--- config.mk ---
export PLATFORM = sky130hd
export DESIGN_NAME = psum_channel_acc
export DESIGN_NICKNAME = d
export VERILOG_FILES = /design/src/rtl/psum_channel_acc.sv
export SDC_FILE = /design/constraint.sdc
export NUM_CORES = 1
export LEC_CHECK = 0
export BUFFER_PORTS_ARGS = -buffer_cell sky130_fd_sc_hd__buf_2
export CAP_MARGIN = 20
export CORE_MARGIN = 1
export CORE_UTILIZATION = 65
export CTS_CLUSTER_SIZE = 14
export DETAILED_ROUTE_END_ITERATION = 8
export PLACE_DENSITY = 0.82
export SLEW_MARGIN = 20
export SYNTH_ARGS = -nofsm -noshare
export SYNTH_HDL_FRONTEND = slang
export SYNTH_SLANG_ARGS = --single-unit
--- constraint.sdc ---
create_clock -name clock -period 7.68 [get_ports clock]
set_clock_uncertainty 0.1 [all_clocks]
set_input_delay 1.92 -clock clock [delete_from_list [all_inputs] [get_ports clock]]
set_output_delay 1.92 -clock clock [all_outputs]
set_load 0.1 [all_outputs]
--- src/rtl/psum_channel_acc.sv ---
// Channel-group psum accumulator: sums CHANNELS partial sums per batch and streams BATCHES results.
// Define PSUM_SAT_EN to clamp results to the signed OUT_W range instead of wrapping.
module psum_channel_acc #(
  parameter int BATCHES  = 4,
  parameter int CHANNELS = 3,
  parameter int IN_W     = 21,
  parameter int OUT_W    = 21,
  parameter int ACC_W    = IN_W + $clog2(CHANNELS) + 1
) (
  input  logic             clock,
  input  logic             reset,
  input  logic             en,
  input  logic [IN_W-1:0]  data_in,
  input  logic             data_in_valid,
  output logic             data_in_ready,
  output logic [OUT_W-1:0] data_out,
  output logic             data_out_valid,
  input  logic             data_out_ready,
  output logic             tile_done,
  output logic             busy
);

  localparam int BW = (BATCHES > 1) ? $clog2(BATCHES) : 1;
  localparam int CW = (CHANNELS > 1) ? $clog2(CHANNELS) : 1;
  localparam logic [BW-1:0] B_LAST = BW'(BATCHES - 1);
  localparam logic [CW-1:0] C_LAST = CW'(CHANNELS - 1);

`ifdef PSUM_SAT_EN
  localparam logic [ACC_W-1:0] SAT_MAX = {{(ACC_W-OUT_W+1){1'b0}}, {(OUT_W-1){1'b1}}};
  localparam logic [ACC_W-1:0] SAT_MIN = {{(ACC_W-OUT_W+1){1'b1}}, {(OUT_W-1){1'b0}}};

  function automatic logic [OUT_W-1:0] conv(input logic [ACC_W-1:0] a);
    if ($signed(a) > $signed(SAT_MAX)) return SAT_MAX[OUT_W-1:0];
    else if ($signed(a) < $signed(SAT_MIN)) return SAT_MIN[OUT_W-1:0];
    else return a[OUT_W-1:0];
  endfunction
`else
  function automatic logic [OUT_W-1:0] conv(input logic [ACC_W-1:0] a);
    return a[OUT_W-1:0];
  endfunction
`endif

  typedef enum logic [1:0] {IDLE, ACCUM, DRAIN} state_t;

  state_t           state_reg, state_next;
  logic [BW-1:0]    b_idx_reg, b_idx_next;
  logic [BW-1:0]    d_idx_reg, d_idx_next;
  logic [BW-1:0]    d_idx_inc;
  logic [CW-1:0]    c_idx_reg, c_idx_next;
  logic             any_acc_reg, any_acc_next;
  logic [OUT_W-1:0] data_out_reg, data_out_next;
  logic             out_valid_reg, out_valid_next;
  logic             tile_done_reg, tile_done_next;
  logic [ACC_W-1:0] acc_rd [BATCHES];
  logic [ACC_W-1:0] acc_nx [BATCHES];
  logic             accept;
  logic             last_in;
  logic [ACC_W-1:0] din_ext;

  assign data_in_ready = (state_reg == ACCUM) && en;
  assign accept        = data_in_valid && data_in_ready;
  assign last_in       = accept && (c_idx_reg == C_LAST) && (b_idx_reg == B_LAST);
  assign din_ext       = {{(ACC_W-IN_W){data_in[IN_W-1]}}, data_in};
  assign d_idx_inc     = d_idx_reg + 1'b1;

  // One accumulator per batch; channel 0 overwrites so no explicit clear between tiles is needed.
  genvar gi;
  generate
    for (gi = 0; gi < BATCHES; gi++) begin : g_acc
      logic [ACC_W-1:0] acc_reg, acc_next;

      always_comb begin
        acc_next = acc_reg;
        if (accept && (b_idx_reg == BW'(gi)))
          acc_next = (c_idx_reg == '0) ? din_ext : acc_reg + din_ext;
      end

      always_ff @(posedge clock or posedge reset) begin
        if (reset) acc_reg <= '0;
        else       acc_reg <= acc_next;
      end

      assign acc_rd[gi] = acc_reg;
      assign acc_nx[gi] = acc_next;
    end
  endgenerate

  always_comb begin
    state_next     = state_reg;
    b_idx_next     = b_idx_reg;
    c_idx_next     = c_idx_reg;
    d_idx_next     = d_idx_reg;
    any_acc_next   = any_acc_reg;
    data_out_next  = data_out_reg;
    out_valid_next = out_valid_reg;
    tile_done_next = 1'b0;
    case (state_reg)
      IDLE: begin
        if (en) begin
          state_next   = ACCUM;
          b_idx_next   = '0;
          c_idx_next   = '0;
          d_idx_next   = '0;
          any_acc_next = 1'b0;
        end
      end
      ACCUM: begin
        if (!en) begin
          state_next   = IDLE;
          b_idx_next   = '0;
          c_idx_next   = '0;
          d_idx_next   = '0;
          any_acc_next = 1'b0;
        end else if (accept) begin
          any_acc_next = 1'b1;
          if (b_idx_reg == B_LAST) begin
            b_idx_next = '0;
            c_idx_next = (c_idx_reg == C_LAST) ? '0 : c_idx_reg + 1'b1;
          end else begin
            b_idx_next = b_idx_reg + 1'b1;
          end
          if (last_in) begin
            // acc_nx covers BATCHES==1, where acc[0] is written on this same edge.
            state_next     = DRAIN;
            d_idx_next     = '0;
            data_out_next  = conv(acc_nx[0]);
            out_valid_next = 1'b1;
          end
        end
      end
      DRAIN: begin
        if (data_out_ready) begin
          if (d_idx_reg == B_LAST) begin
            state_next     = en ? ACCUM : IDLE;
            b_idx_next     = '0;
            c_idx_next     = '0;
            d_idx_next     = '0;
            any_acc_next   = 1'b0;
            data_out_next  = '0;
            out_valid_next = 1'b0;
            tile_done_next = 1'b1;
          end else begin
            d_idx_next    = d_idx_inc;
            data_out_next = conv(acc_rd[d_idx_inc]);
          end
        end
      end
      default: begin
        state_next     = IDLE;
        data_out_next  = '0;
        out_valid_next = 1'b0;
      end
    endcase
  end

  always_ff @(posedge clock or posedge reset) begin
    if (reset) begin
      state_reg     <= IDLE;
      b_idx_reg     <= '0;
      c_idx_reg     <= '0;
      d_idx_reg     <= '0;
      any_acc_reg   <= 1'b0;
      data_out_reg  <= '0;
      out_valid_reg <= 1'b0;
      tile_done_reg <= 1'b0;
    end else begin
      state_reg     <= state_next;
      b_idx_reg     <= b_idx_next;
      c_idx_reg     <= c_idx_next;
      d_idx_reg     <= d_idx_next;
      any_acc_reg   <= any_acc_next;
      data_out_reg  <= data_out_next;
      out_valid_reg <= out_valid_next;
      tile_done_reg <= tile_done_next;
    end
  end

  assign data_out       = data_out_reg;
  assign data_out_valid = out_valid_reg;
  assign tile_done      = tile_done_reg;
  assign busy           = ((state_reg == ACCUM) && any_acc_reg) || (state_reg == DRAIN);

endmodule

Word-level counts from Yosys, hierarchy flattened
Index checks and enable logic that the tools add are counted.
{ "op_classes": {"addsub": 7, "order_cmp": 1, "eq_ne": 16, "n_mux": 53, "n_bitwise": 2, "n_reduce_logical": 20} }
{ "op_table": {"columns": ["operator", "count"], "rows": [
  ["21-bit 2-to-1 mux", 8],
  ["24-bit adder", 4],
  ["24-bit 2-to-1 mux", 4],
  ["21-bit one-hot mux with 3 select lines", 1],
  ["24-bit binary-select mux with 2-bit select", 1],
  ["2-bit 2-to-1 mux", 21],
  ["2-bit one-hot mux with 3 select lines", 4],
  ["5-bit AND reduction", 4],
  ["1-bit 2-to-1 mux", 12],
  ["2-bit inequality test, second input constant", 6],
  ["6-bit AND reduction", 2],
  ["2-bit equality test, second input constant", 5],
  ["1-bit logical AND", 9],
  ["2-bit by 1-bit adder with 2-bit output, second input constant", 3],
  ["2-bit logical NOT", 3],
  ["3-bit inequality test, second input constant", 2],
  ["1-bit one-hot mux with 3 select lines", 2],
  ["2-bit by 1-bit equality test with 1-bit output, second input constant", 2],
  ["3-bit >= comparator, second input constant", 1],
  ["3-bit by 2-bit inequality test with 1-bit output, second input constant", 1],
  ["2-bit inverter with 3-bit output", 1],
  ["3-bit nonzero test", 1],
  ["1-bit logical OR", 1],
  ["1-bit inverter", 1]
]} }
{ "totals": {"reg_bits": 128, "inputBits": 26, "out_inout_bits": 25, "word_cells": 112} }

Logic depth before layout (Yosys ltp)
{ "logic_depth": {"ltp_word": 9, "depth_mapped": 13, "ltp_nobuf": 12} }

Least setup slack after synthesis
No wires, ideal clock.
{ "synth_path": {"path_type": "input to output", "startpoint": "in en", "endpoint": "out data_in_ready", "arrival_ps": 2660, "t_required_ps": 5660, "slack_ps": 3000, "cell_stages": 2, "n_path_buf": 0, "path_cell_list": "nand2_1 -> inv_1"} }
{ "synth_via": {"elab_chain_len": 1} }
{ "synth_rtl": {"columns": ["element", "line", "rtl"], "rows": [
  ["start, declared", "12", "input logic en,"],
  ["1-bit logical AND", "60", "assign data_in_ready = (state_reg == ACCUM) && en;"],
  ["end, declared", "15", "output logic data_in_ready,"]
]} }
No other way between the ends.

Final worst setup path
Ends and elaborated chain as after synthesis.

==> metrics.cfg <==
[cts]
clockRootBuffer=clkbuf_16
path_clk_slew_ps=60
cts_made_buffers=17
cts_buffer_depth=2
post_cts_resized=0
cts_tree=done
cts.sinks=116
insertion_delay_ps=430
htree_levels=4
cts.hold.buffers_added=0
postCtsSetupRepairBufs=0

[worst_setup_path]
r2r_cells=9
cp-end-kind=output pin
required_ps=5660
cp.arrival_ps=2740
worst-path-max-fanout=5
startpoint_type=input pin
path_class=in -> out

[timing]
rsz0062_at_grt=false
slew_headroom=0.2726
fmax_mhz=209.9
fin_setup_tns_ps=0
slew_viol_final=0
post-route-min-period_ps=4764
layout_setup_ws_ps=2916
post-route-period-util=0.6203
setup_viol=0
hold_violations=0
worst_slew_pin_slew_ps=1091

[layout]
final_nets=1242
drive_gt1_frac=0.1153
n_antenna_cell=0
regArea_um2=2903
final_common_cell=nand2_1
final_util=0.7463
largest_reg_flops=84
multiInputGateArea_um2=6223
syn2layout_area_growth_pct=11.13
fillerInstances=1058
mostFrequentLayoutCells=nand2_1, a21oi_1, dfrtp_1

[pwr]
peakVddDrop_v=0.0002104
p_leak_nw=4.928
p_per_area_nw_per_um2=397.3

[floorplanning]
fp.dieArea_um2=14990
pin_count=51
die_y_um=122.5
die_w_um=122.5
coreArea_um2=14040
num_rows=43
start_util=0.6716

[logic_synthesis]
synth_cell_type_count=67
ys_warn_count=0
synth-main-ff-cell=dfrtp_1
synth_nets=1216
ys_ff_latch=116
synth_seq_area_share=0.3078
avgSynthCellArea_um2=8.596
synth_edf_count=0
async_flop_share=1.000
netlist_instances=1097
syn-cell-area_um2=9430

[drt]
wl_um=26280
drtIter0Drc=757
wire_per_inst_um=19.97
dr.pass1.iters=5
dr_total_vias=8763
drc=0
detail-route-antenna-nets=0
viasPerCell=6.659

[global_routing]
grt_max_degree=76
grt.total_usage=0.3725
first_global_vias=8116
antenna_found_initial=0
grt_pass1_wl_um=41940
overflow=0

[flow_run]
cap_violations=0

[hold_path]
min_path_cells=2
min_path_type=reg -> reg

[place]
io_buffers=50
hpwl_um=18680
gp_congestion=0.9543
dp_slack_ps=2675

[status]
status=completed

-- stage by stage --
| stage | cells | power (W) | hold WS (ps) | area [µm²] |
|---|---|---|---|---|
| after CTS | 1316 | 0.004126 | 377.6 | 10480 |
| after global routing | 1316 | 0.004410 | 412.2 | 10480 |
| final | 1316 | 0.004163 | 369.4 | 10480 |
| after detailed placement | 1284 | 0.003148 | 365.3 | 9773 |
| after global placement | 1284 | 0.003116 | 355.3 | 9773 |
| after floorplan | 1097 | 0.002703 | 370.1 | 9430 |
-- power breakdown --
| part | internal, W | switching [W] |
|---|---|---|
| registers | 0.000813 | 0.000176 |
| clock network | 0.000659 | 0.000301 |
| logic | 0.000790 | 0.00143 |
-- Yosys cell counts (3+ instances only) --
library cell / n / area share
a31o_2: 9 / 0.0084
a22oi_1: 13 / 0.010
o211ai_1: 7 / 0.0056
a21oi_1: 118 / 0.063
o21bai_1: 8 / 0.0064
fa_1: 4 / 0.0085
nor4b_1: 4 / 0.0037
a311oi_1: 4 / 0.0037
inv_1: 29 / 0.012
a211oi_1: 5 / 0.0040
or3_1: 7 / 0.0046
nor2_1: 70 / 0.028
nand4_1: 9 / 0.0060
clkbuf_1: 40 / 0.016
o31ai_1: 3 / 0.0024
o21ai_0: 108 / 0.057
ha_1: 89 / 0.12
o21ai_1: 3 / 0.0016
a221o_1: 6 / 0.0064
xnor2_1: 43 / 0.040
a211o_1: 3 / 0.0028
and2_1: 22 / 0.015
mux4_2: 21 / 0.050
mux2_2: 4 / 0.0048
xor2_1: 16 / 0.015
dfrtp_1: 116 / 0.31
nand2b_1: 13 / 0.0086
a21o_1: 35 / 0.028
nor4_1: 3 / 0.0020
o21a_1: 7 / 0.0056
buf_2: 5 / 0.0027
and3_1: 19 / 0.013
nand2_1: 131 / 0.052
nor3_1: 18 / 0.0096
nand3_1: 17 / 0.0090
mux2i_1: 5 / 0.0053
buf_1: 6 / 0.0024
a31oi_1: 28 / 0.019
nor2b_1: 10 / 0.0066
a21boi_0: 3 / 0.0024
-- final timing paths --
path,endpoint,slack [ps],start
max,data_in_ready,2920,en
min,data_out[6],370,data_out[6]
max reg2reg,data_out[19],4100,state_reg[1]
min reg2reg,data_out[6],370,data_out[6]
max in group asynchronous,g_acc[0].acc_reg[7],4620,reset
min in group asynchronous,data_out_valid,1440,reset
-- cell type report --
cell class | count | area share
Tap cell | 180 | 0.02149
Inverter | 29 | 0.01063
Clock inverter | 12 | 0.02388
Timing Repair Buffer | 58 | 0.02961
Clock buffer | 20 | 0.04358
Sequential cell | 116 | 0.2770
Multi-Input combinational cell | 901 | 0.5938
-- critical path, stage by stage --
cell,delay (ps)
buf_2,120
nand2_1,110
inv_1,150
buf_2,440
-- cell families (layout without fill, tap and decap cells) --
logic type / count (synthesis) / in the layout / share of synthesized area
compound gates: 385 / 385 / 0.2516
xor+xnor: 59 / 59 / 0.05480
fa+ha+maj: 93 / 93 / 0.1266
buf+inv: 80 / 119 / 0.03250
flops: 116 / 116 / 0.3078
mux: 30 / 30 / 0.06024
simple gates: 334 / 334 / 0.1665
-- routing by layer --
| layer | part of all wire | up-vias | wire length [µm] | GRT usage |
|---|---|---|---|---|
| li1 | - | 4110 | - | - |
| met1 | 0.43 | 4173 | 11420 | 0.5192 |
| met2 | 0.44 | 436 | 11480 | 0.5569 |
| met3 | 0.11 | 44 | 2855 | 0.1008 |
| met4 | 0.020 | 0 | 521 | 0.1273 |
| met5 | 0 | - | 0 | 0 |
No activity file was read; power rests on OpenSTA's default activity.
